File: src/rtl/conv2d_pkg.sv
// Shared types and elaboration-time helpers for the Conv2D sequencing controller.
package conv2d_pkg;

  typedef enum logic [2:0] {
    S_IDLE,
    S_CLEAR,
    S_MAC,
    S_DRAIN,
    S_WRITE,
    S_DONE
  } state_t;

  function automatic int calc_ow(input int w, input int ks, input int s);
    return (w - ks) / s + 1;
  endfunction

  function automatic int calc_oh(input int h, input int ks, input int s);
    return (h - ks) / s + 1;
  endfunction

  function automatic int window_stride(input int ks);
    return ks * ks;
  endfunction

  function automatic int plane_stride(input int h, input int w);
    return h * w;
  endfunction

  function automatic int calc_mac_len(input int ks, input int c);
    return window_stride(ks) * c;
  endfunction

  function automatic int calc_groups(input int k, input int l);
    return k / l;
  endfunction

endpackage

File: src/rtl/conv_loop_counter.sv
// Wrapping 0..LIMIT-1 loop counter; wrap flags the last value so counters chain.
module conv_loop_counter #(
  parameter int LIMIT = 4
) (
  input  logic clk,
  input  logic rst_n,
  input  logic inc,
  output logic wrap
);
  localparam int CW = (LIMIT > 1) ? $clog2(LIMIT) : 1;

  logic [CW-1:0] count;

  assign wrap = (count == CW'(LIMIT - 1));

  always_ff @(posedge clk or negedge rst_n) begin
    if (!rst_n) count <= '0;
    else if (inc) count <= wrap ? '0 : count + CW'(1);
  end
endmodule

File: src/rtl/conv2d_scheduler.sv
// Layer sequencer for the Conv2D engine: clear/MAC/drain/write framing per pixel
// and kernel group, with all addresses stepped incrementally by constant adders.
module conv2d_scheduler
  import conv2d_pkg::*;
#(
  parameter int KERNEL_SIZE                = 3,
  parameter int KERNELS                    = 4,
  parameter int LANES                      = 4,
  parameter int STRIDE                     = 1,
  parameter int INPUT_WIDTH                = 5,
  parameter int INPUT_HEIGHT               = 5,
  parameter int CHANNELS                   = 3,
  parameter int ENGINE_LATENCY             = 1,
  parameter int WEIGHT_BUFFER_ADDRESS_BITS = 8,
  parameter int INPUT_BUFFER_ADDRESS_BITS  = 8,
  parameter int OUTPUT_BUFFER_ADDRESS_BITS = 7
) (
  input  logic                                          clk,
  input  logic                                          rst_n,
  input  logic                                          start,
  output logic                                          busy,
  output logic                                          done,
  output logic                                          clear,
  output logic                                          valid,
  output logic [INPUT_BUFFER_ADDRESS_BITS-1:0]          x_address,
  output logic [LANES*WEIGHT_BUFFER_ADDRESS_BITS-1:0]   w_address,
  output logic [LANES*OUTPUT_BUFFER_ADDRESS_BITS-1:0]   out_address,
  output logic                                          write
);
  localparam int WB      = WEIGHT_BUFFER_ADDRESS_BITS;
  localparam int IB      = INPUT_BUFFER_ADDRESS_BITS;
  localparam int OB      = OUTPUT_BUFFER_ADDRESS_BITS;
  localparam int KS      = KERNEL_SIZE;
  localparam int OW      = calc_ow(INPUT_WIDTH, KS, STRIDE);
  localparam int OH      = calc_oh(INPUT_HEIGHT, KS, STRIDE);
  localparam int OHOW    = OW * OH;
  localparam int MAC_LEN = calc_mac_len(KS, CHANNELS);
  localparam int GROUPS  = calc_groups(KERNELS, LANES);
  localparam int DW      = (ENGINE_LATENCY > 1) ? $clog2(ENGINE_LATENCY) : 1;

  // Jumps applied when the kx / ky / c and ox / oy loops roll over.
  localparam logic [IB-1:0] X_KX = IB'(1);
  localparam logic [IB-1:0] X_KY = IB'(INPUT_WIDTH - (KS - 1));
  localparam logic [IB-1:0] X_C  = IB'(plane_stride(INPUT_HEIGHT, INPUT_WIDTH)
                                       - (KS - 1) * INPUT_WIDTH - (KS - 1));
  localparam logic [IB-1:0] P_OX = IB'(STRIDE);
  localparam logic [IB-1:0] P_OY = IB'(STRIDE * INPUT_WIDTH - (OW - 1) * STRIDE);
  localparam logic [WB-1:0] W_ONE   = WB'(1);
  localparam logic [WB-1:0] G_STEP  = WB'(LANES * MAC_LEN);
  localparam logic [OB-1:0] O_ONE   = OB'(1);
  localparam logic [OB-1:0] O_GSTEP = OB'((LANES - 1) * OHOW + 1);

  state_t              state;
  logic [DW-1:0]       drain_cnt;
  logic [IB-1:0]       pix_base, x_step;
  logic [WB-1:0]       g_base;
  logic [OB-1:0]       out_idx;
  logic [LANES*WB-1:0] w_first;
  logic [LANES*OB-1:0] out_first;
  logic kx_inc, ky_inc, c_inc, ox_inc, oy_inc, g_inc, mac_last, layer_last;
  logic kx_wrap, ky_wrap, c_wrap, ox_wrap, oy_wrap, g_wrap;

  assign kx_inc     = (state == S_MAC);
  assign ky_inc     = kx_inc & kx_wrap;
  assign c_inc      = ky_inc & ky_wrap;
  assign mac_last   = c_inc & c_wrap;
  assign ox_inc     = (state == S_WRITE);
  assign oy_inc     = ox_inc & ox_wrap;
  assign g_inc      = oy_inc & oy_wrap;
  assign layer_last = g_inc & g_wrap;

  conv_loop_counter #(.LIMIT(KS))       u_kx (.clk(clk), .rst_n(rst_n), .inc(kx_inc), .wrap(kx_wrap));
  conv_loop_counter #(.LIMIT(KS))       u_ky (.clk(clk), .rst_n(rst_n), .inc(ky_inc), .wrap(ky_wrap));
  conv_loop_counter #(.LIMIT(CHANNELS)) u_c  (.clk(clk), .rst_n(rst_n), .inc(c_inc),  .wrap(c_wrap));
  conv_loop_counter #(.LIMIT(OW))       u_ox (.clk(clk), .rst_n(rst_n), .inc(ox_inc), .wrap(ox_wrap));
  conv_loop_counter #(.LIMIT(OH))       u_oy (.clk(clk), .rst_n(rst_n), .inc(oy_inc), .wrap(oy_wrap));
  conv_loop_counter #(.LIMIT(GROUPS))   u_g  (.clk(clk), .rst_n(rst_n), .inc(g_inc),  .wrap(g_wrap));

  always_comb begin
    w_first   = '0;
    out_first = '0;
    x_step    = ky_inc ? (c_inc ? X_C : X_KY) : X_KX;
    for (int l = 0; l < LANES; l++) begin
      w_first[l*WB +: WB]   = g_base + WB'(l * MAC_LEN);
      out_first[l*OB +: OB] = out_idx + OB'(l * OHOW);
    end
  end

  always_ff @(posedge clk or negedge rst_n) begin
    if (!rst_n) begin
      state       <= S_IDLE;
      busy        <= 1'b0;
      done        <= 1'b0;
      clear       <= 1'b0;
      valid       <= 1'b0;
      write       <= 1'b0;
      x_address   <= '0;
      w_address   <= '0;
      out_address <= '0;
      pix_base    <= '0;
      g_base      <= '0;
      out_idx     <= '0;
      drain_cnt   <= '0;
    end else begin
      done  <= 1'b0;
      clear <= 1'b0;
      write <= 1'b0;
      unique case (state)
        S_IDLE: if (start) begin
          state <= S_CLEAR;
          busy  <= 1'b1;
          clear <= 1'b1;
        end
        S_CLEAR: begin
          state     <= S_MAC;
          valid     <= 1'b1;
          x_address <= pix_base;
          w_address <= w_first;
        end
        S_MAC: if (mac_last) begin
          valid     <= 1'b0;
          x_address <= '0;
          w_address <= '0;
          if (ENGINE_LATENCY == 0) begin
            state       <= S_WRITE;
            write       <= 1'b1;
            out_address <= out_first;
          end else begin
            state     <= S_DRAIN;
            drain_cnt <= '0;
          end
        end else begin
          x_address <= x_address + x_step;
          for (int l = 0; l < LANES; l++)
            w_address[l*WB +: WB] <= w_address[l*WB +: WB] + W_ONE;
        end
        S_DRAIN: if (drain_cnt == DW'(ENGINE_LATENCY - 1)) begin
          state       <= S_WRITE;
          write       <= 1'b1;
          out_address <= out_first;
        end else begin
          drain_cnt <= drain_cnt + DW'(1);
        end
        // Commit cycle: advance pixel / group bases for the next window.
        S_WRITE: begin
          out_address <= '0;
          if (layer_last) begin
            state    <= S_DONE;
            done     <= 1'b1;
            pix_base <= '0;
            g_base   <= '0;
            out_idx  <= '0;
          end else begin
            state <= S_CLEAR;
            clear <= 1'b1;
            if (g_inc) begin
              pix_base <= '0;
              g_base   <= g_base + G_STEP;
              out_idx  <= out_idx + O_GSTEP;
            end else begin
              pix_base <= pix_base + (oy_inc ? P_OY : P_OX);
              out_idx  <= out_idx + O_ONE;
            end
          end
        end
        S_DONE: begin
          state <= S_IDLE;
          busy  <= 1'b0;
        end
        default: state <= S_IDLE;
      endcase
    end
  end
endmodule

File: config.mk
export PLATFORM = sky130hd
export DESIGN_NAME = conv2d_scheduler
export DESIGN_NICKNAME = d
export VERILOG_FILES = /design/src/rtl/conv2d_pkg.sv /design/src/rtl/conv_loop_counter.sv /design/src/rtl/conv2d_scheduler.sv
export SDC_FILE = /design/constraint.sdc
export NUM_CORES = 1
export LEC_CHECK = 0
export ABC_AREA = 1
export CELL_PAD_IN_SITES_DETAIL_PLACEMENT = 0
export CELL_PAD_IN_SITES_GLOBAL_PLACEMENT = 2
export CORE_AREA = 2 2 93 184
export CTS_BUF_LIST = sky130_fd_sc_hd__clkbuf_16
export DETAILED_ROUTE_END_ITERATION = 8
export DIE_AREA = 0 0 95 186
export PLACE_DENSITY = 0.81
export RECOVER_POWER = 100
export SETUP_SLACK_MARGIN = 0.3
export SLEW_MARGIN = 10
export SYNTH_ARGS = -nofsm -noshare
export SYNTH_HDL_FRONTEND = slang
export SYNTH_SLANG_ARGS = --single-unit
File: constraint.sdc
create_clock -name clk -period 3.9 [get_ports clk]
set_input_delay 0.78 -clock clk [delete_from_list [all_inputs] [get_ports clk]]
set_output_delay 0.78 -clock clk [all_outputs]
set_load 0.005 [all_outputs]
# After elaboration in Yosys (flattened, before gate mapping)
# Cells that the tools add are included.
[totals]
ff_bits = 111
[op_classes]
add_sub_neg = 22
eq_ne = 13
muxes = 39
bitwise = 7
n_reduce_logical = 12
[op_table]
columns = ["op", "count"]
rows = [
  ["one-hot mux 32 bit (2 select lines)", 1],
  ["one-hot mux 28 bit (2 select lines)", 1],
  ["2-to-1 mux 8 bit", 5],
  ["adder 8 x 1 -> 8 bit, second input constant", 4],
  ["2-to-1 mux 32 bit", 1],
  ["2-to-1 mux 28 bit", 1],
  ["adder 7 x 5 -> 7 bit, second input constant", 3],
  ["adder 8 x 7 -> 8 bit, second input constant", 2],
  ["one-hot mux 8 bit (2 select lines)", 1],
  ["one-hot mux 3 bit (5 select lines)", 1],
  ["2-to-1 mux 7 bit", 2],
  ["2-to-1 mux 2 bit", 6],
  ["2-to-1 mux 3 bit", 4],
  ["adder 2 x 1 -> 2 bit, second input constant", 5],
  ["== test 2 bit, second input constant", 5],
  ["2-to-1 mux 1 bit", 10],
  ["AND reduction 2 bit", 5],
  ["nonzero test 2 bit", 5],
  ["adder 8 x 2 -> 8 bit", 1],
  ["adder 8 x 4 -> 8 bit", 1],
  ["adder 8 x 5 -> 8 bit, second input constant", 1],
  ["adder 8 x 6 -> 8 bit, second input constant", 1],
  ["2-to-1 mux 4 bit", 2],
  ["one-hot mux 1 bit (2 select lines)", 4],
  ["other kinds (12)", 21],
]

# Logic depth before layout (Yosys ltp)
[depth]
ltp_word = 8
depth_mapped = 15
ltp_nobuf = 15

# Cells and area by module
# Synthesis repeated with hierarchy kept, for this count alone.
[unflattened]
hier_cells = 748
area_unflattened_um2 = 5889.4
[by_module_without_submodules]
columns = ["mod", "instances", "cells_each", "area_each_um2", "seq_area_each_um2"]
rows = [
  ["conv2d_scheduler", 1, 686, 5434.0, 2377.3],
  ["conv_loop_counter (u_c ...)", 5, 12, 88.8, 50.0],
  ["conv_loop_counter (u_g)", 1, 2, 11.3, 0.0],
]

# Worst setup path after synthesis
# Ideal clock, no wire load.
[synth_timing]
path_kind = "reg2reg"
from = "register state[2]"
to = "register x_address[4]"
setup_ns = 0.123
arrival_ns = 1.976
t_required_ns = 3.777
path_slack_ns = 1.801
path_stages_with_launch = 16
period_less_slack_ns = 2.099
path_cell_list = "dfrtp_1 > inv_1 > nand3_2 > inv_2 > nand2_1 > inv_2 > nand2_1 > inv_2 > ha_1 > nand2_1 > inv_1 > nor2_1 > nand2_1 > or2_2 > nand3_1 > a21oi_1"
[synth_via]
elab_chain_cells = 8
[synth_lines]
columns = ["element", "line", "text"]
rows = [
  ["from (decl)", "conv2d_scheduler.sv:53", "state_t state;"],
  ["from (signal assigned)", "conv2d_scheduler.sv:91", "state <= S_IDLE;"],
  ["from (signal assigned)", "conv2d_scheduler.sv:110", "state <= S_CLEAR;"],
  ["from (signal assigned)", "conv2d_scheduler.sv:115", "state <= S_MAC;"],
  ["== test 3 x 2 -> 1 bit (*)", "conv2d_scheduler.sv:63", "assign kx_inc = (state == S_MAC);"],
  ["AND 1 bit (*)", "conv2d_scheduler.sv:64", "assign ky_inc = kx_inc & kx_wrap;"],
  ["AND 1 bit (*)", "conv2d_scheduler.sv:65", "assign c_inc = ky_inc & ky_wrap;"],
  ["net c_inc", "conv2d_scheduler.sv:60", "logic kx_inc, ky_inc, c_inc, ox_inc, oy_inc, g_inc, mac_last, layer_last;"],
  ["2-to-1 mux 4 bit (2 in a row)", "conv2d_scheduler.sv:82", "x_step = ky_inc ? (c_inc ? X_C : X_KY) : X_KX;"],
  ["adder 8 x 4 -> 8 bit", "conv2d_scheduler.sv:133", "x_address <= x_address + x_step;"],
  ["2-to-1 mux 8 bit (*)", "conv2d_scheduler.sv:120", "S_MAC: if (mac_last) begin"],
  ["one-hot mux 8 bit (2 select lines) (*)", "conv2d_scheduler.sv:108", "unique case (state)"],
  ["to (signal assigned)", "conv2d_scheduler.sv:117", "x_address <= pix_base;"],
  ["to (signal assigned)", "conv2d_scheduler.sv:133", ""],
  ["to (decl)", "conv2d_scheduler.sv:25", "output logic [INPUT_BUFFER_ADDRESS_BITS-1:0] x_address,"],
]
# Mark *: on every way through the listed nets, which the timed path passes. The rest lies on a longest branch.
# A chain may end at the register's enable or synchronous reset.

# Worst setup path in the final report
[layout_timing]
from = "register state[0]"
to = "register w_address[21]"
[layout_via]
elab_chain_cells = 6
[layout_lines]
columns = ["element", "line", "text"]
rows = [
  ["== test 3 x 2 -> 1 bit", "conv2d_scheduler.sv:63, conv2d_scheduler.sv:108", ""],
  ["AND 1 bit", "conv2d_scheduler.sv:64", ""],
  ["AND 1 bit", "conv2d_scheduler.sv:65", ""],
  ["AND 1 bit", "conv2d_scheduler.sv:66", "assign mac_last = c_inc & c_wrap;"],
  ["2-to-1 mux 32 bit", "conv2d_scheduler.sv:120", ""],
  ["one-hot mux 32 bit (2 select lines)", "conv2d_scheduler.sv:108", ""],
  ["to (signal assigned)", "conv2d_scheduler.sv:118", "w_address <= w_first;"],
  ["to (signal, indexed assignment)", "conv2d_scheduler.sv:135", "w_address[l*WB +: WB] <= w_address[l*WB +: WB] + W_ONE;"],
  ["to (decl)", "conv2d_scheduler.sv:26", "output logic [LANES*WEIGHT_BUFFER_ADDRESS_BITS-1:0] w_address,"],
]
# Parallel ways exist; a longest one is shown, timed or not.

==> results.json <==
{
  "synthFlopType": "dfrtp_1",
  "insertion_delay_ns": 0.36,
  "die-area_um2": 17700,
  "grt_usage": 0.194,
  "crit_path_top_delay_cell": "clkbuf_1",
  "finalHoldViolCount": 0,
  "seqPwrFrac": 0.371,
  "power_density_nw_per_um2": 742,
  "synth_top_area_cell": "dfrtp_1",
  "via_per_inst": 5.06,
  "synth_cell_types": 39,
  "routed_wl_mm": 16.2,
  "netSwitchingFraction": 0.432,
  "fin_util": 0.413,
  "grt_max_degree": 40,
  "slew_violations": 87,
  "cp_max_fo": 31,
  "grt_pass1_vias": 4925,
  "final_common_cell": "nand2_1",
  "setup_violations": 0,
  "rsz0062_at_grt": "false",
  "rows": 66,
  "drtAntennaViolNets": 0,
  "ctsRootBufferMaster": "clkbuf_16",
  "cts_resized": 0,
  "clkPwrFrac": 0.181,
  "overflow": 0,
  "grt_pass1_wl_mm": 25.9,
  "n_antenna_cell": 0,
  "crit_type": "flop to flop",
  "hp-class": "flop to flop",
  "drive_above_1_share": 0.0352,
  "place_congestion": 0.862,
  "clockBufferDepth": 2,
  "cts_max_level": 3,
  "yosysTopAreaCellShare": 0.473,
  "die_h_um": 186,
  "synth_fa_ha_area_frac": 0.0410,
  "endpoint_kind": "flop",
  "die_w_um": 95,
  "cts.sinks": 105,
  "violations": "max-capacitance violations, max-slew violations",
  "drv_cap": 3,
  "synth_top_family_by_area": "simple AND/OR/NAND/NOR gates",
  "dp_hpwl_mm": 12.0,
  "postCtsHoldBufs": 0,
  "cts_tree": "built",
  "outcome": "complete, but fails checks",
  "synthArstFlopShare": 1.00,
  "synth_compound_area_frac": 0.138,
  "most-common-layout-cells": "158 x nand2_1, 105 x dfrtp_1, 79 x inv_1",
  "p_leak_nw": 3.33,
  "clkSlewWorstSetupHoldPaths_ns": 0.08,
  "synth_seq_cells": 105,
  "areaGrowthSynthToFinish_pct": 20.9,
  "finalSetupTns_ns": 0,
  "vdd_drop_max_mv": 0.270,
  "worst_pin_slew_ns": 2.32,
  "io_pins": 76,
  "yosysWarnings": 0,
  "internal-power_w": 0.00283,
  "cpPeakStageDelay_ns": 1.23,
  "cts_setup_buffers": 0,
  "slew_headroom": -0.546,
  "nets": 783,
  "synthMuxAreaShare": 0,
  "p_comb_frac": 0.448,
  "synth_cells": 695,
  "portBuffers": 75,
  "start_util": 0.342,
  "synthesis.area_um2": 5560,
  "vias": 4918,
  "antenna_found_initial": 0,
  "wl_per_cell_um": 16.7,
  "fmax_mhz": 340,
  "cp.arrival_ns": 3.19,
  "avgSynthCellArea_um2": 8.00,
  "fin_crit_sh": 0.755,
  "skew_ns": 0.00831,
  "synth_edf_count": 0,
  "cpLargestDelayFamily": "buffers and inverters",
  "synthXorXnorAreaFrac": 0.0299,
  "drt_iter0_drc": 218,
  "first_pass_iters": 5,
  "drc": 0,
  "ys_seq_area_frac": 0.473,
  "yosys.area_share.simple": 0.237,
  "startpoint_type": "flop",
  "power.switching_w": 0.00216,
  "cp.required_ns": 4.15,
  "cts_inserted_buffers": 9,
  "path_cells": "inv_1 > nand3_2 > buf_4 > nand2_1 > clkbuf_1 > o21ai_0 > nor2_1 > a21oi_1",
  "cp_num_buf_inv": 3,
  "syn-num-nets": 715,
  "period_minus_slack_ns": 2.94,
  "fp.coreArea_um2": 16300,
  "synth.area.top_cells": "dfrtp_1 47%, nand2_1 11%, o21ai_0 5.2%, inv_1 4.9%, nor2_1 4.9%"
}
==> registers in the layout, summed over array words and instances (netlist names) <==
register,count
u_c.count,2
busy,1
u_ox.count,2
out_address,26
u_kx.count,2
g_base,6
write,1
done,1
u_oy.count,2
valid,1
pix_base,8
u_ky.count,2
out_idx,7
w_address,32
clear,1
state,3
x_address,8
==> metal layers <==
layer  global-route usage  wire (µm)  vias up
li1                     -          -     2394
met3               0.0259        433       22
met5                    0          0        -
met1                0.196       5890     2408
met2                0.390       9510       94
met4               0.0707        382        0
==> metrics by stage <==
step / area (µm²) / instances / total power [W] / worst slack [ns] / hold WS (ns)
finish: 6720 / 972 / 0.00499 / 0.956 / 0.476
global route: 6720 / 972 / 0.00542 / 0.755 / 0.516
CTS: 6750 / 972 / 0.00521 / 1.35 / 0.425
detailed placement: 6460 / 956 / 0.00429 / 1.35 / 0.467
global placement: 6460 / 956 / 0.00424 / 1.43 / 0.459
floorplan: 5560 / 695 / 0.00318 / 1.80 / 0.465
==> tightest hold or removal path, cell delays in order, from the launching register on <==
cell and delay (ns):
dfrtp_1 0.35, nand2_1 0.05, nand2_1 0.05
==> power groups by stage <==
| stage | Sequential (W) | Clock [W] | Combinational [W] |
|---|---|---|---|
| detailed placement | 0.00189 | 0 | 0.00240 |
| finish | 0.00185 | 0.000902 | 0.00223 |
| global placement | 0.00187 | 0 | 0.00237 |
| global route | 0.00192 | 0.000968 | 0.00253 |
| floorplan | 0.00180 | 0 | 0.00138 |
| CTS | 0.00187 | 0.000928 | 0.00241 |
==> final timing paths <==
path | startpoint | end | slack, ns | depth (start not counted)
max | state[0] | w_address[21] | 0.96 | 8
min | out_address[6] | out_address[6] | 0.48 | 2
max reg2reg | state[0] | w_address[21] | 0.96 | 8
min reg2reg | out_address[6] | out_address[6] | 0.48 | 2
max in group asynchronous | rst_n | w_address[8] | 1.29 | 2
min in group asynchronous | rst_n | w_address[5] | 1.10 | 1
==> cell type report <==
class	instances	area, µm²
multi-input cells	484	2450
clock inverters	7	62.6
repair buffers	82	790
flip-flops and latches	105	2630
clock buffers	9	225
inverters	81	304
well taps	204	255
fillers	1682	9550
==> cell usage after synthesis (5+ instances only) <==
cell type / n
nand2_1: 157
dfrtp_1: 105
inv_1: 73
nor2_1: 73
o21ai_0: 58
nand3_1: 51
a21oi_1: 49
xor2_1: 18
ha_1: 15
buf_2: 11
nand4_1: 10
a22oi_1: 8
inv_2: 7
nor3_1: 7
clkbuf_1: 6
buf_4: 5
==> logic make-up after synthesis <==
family,after synthesis
AO/OA/AOI/OAI,136
adder cells (fa/ha/maj),17
flip-flops,105
XOR/XNOR,19
buffers and inverters,106
AND/OR/NAND/NOR,312
Power figures use the tool's default switching activity.
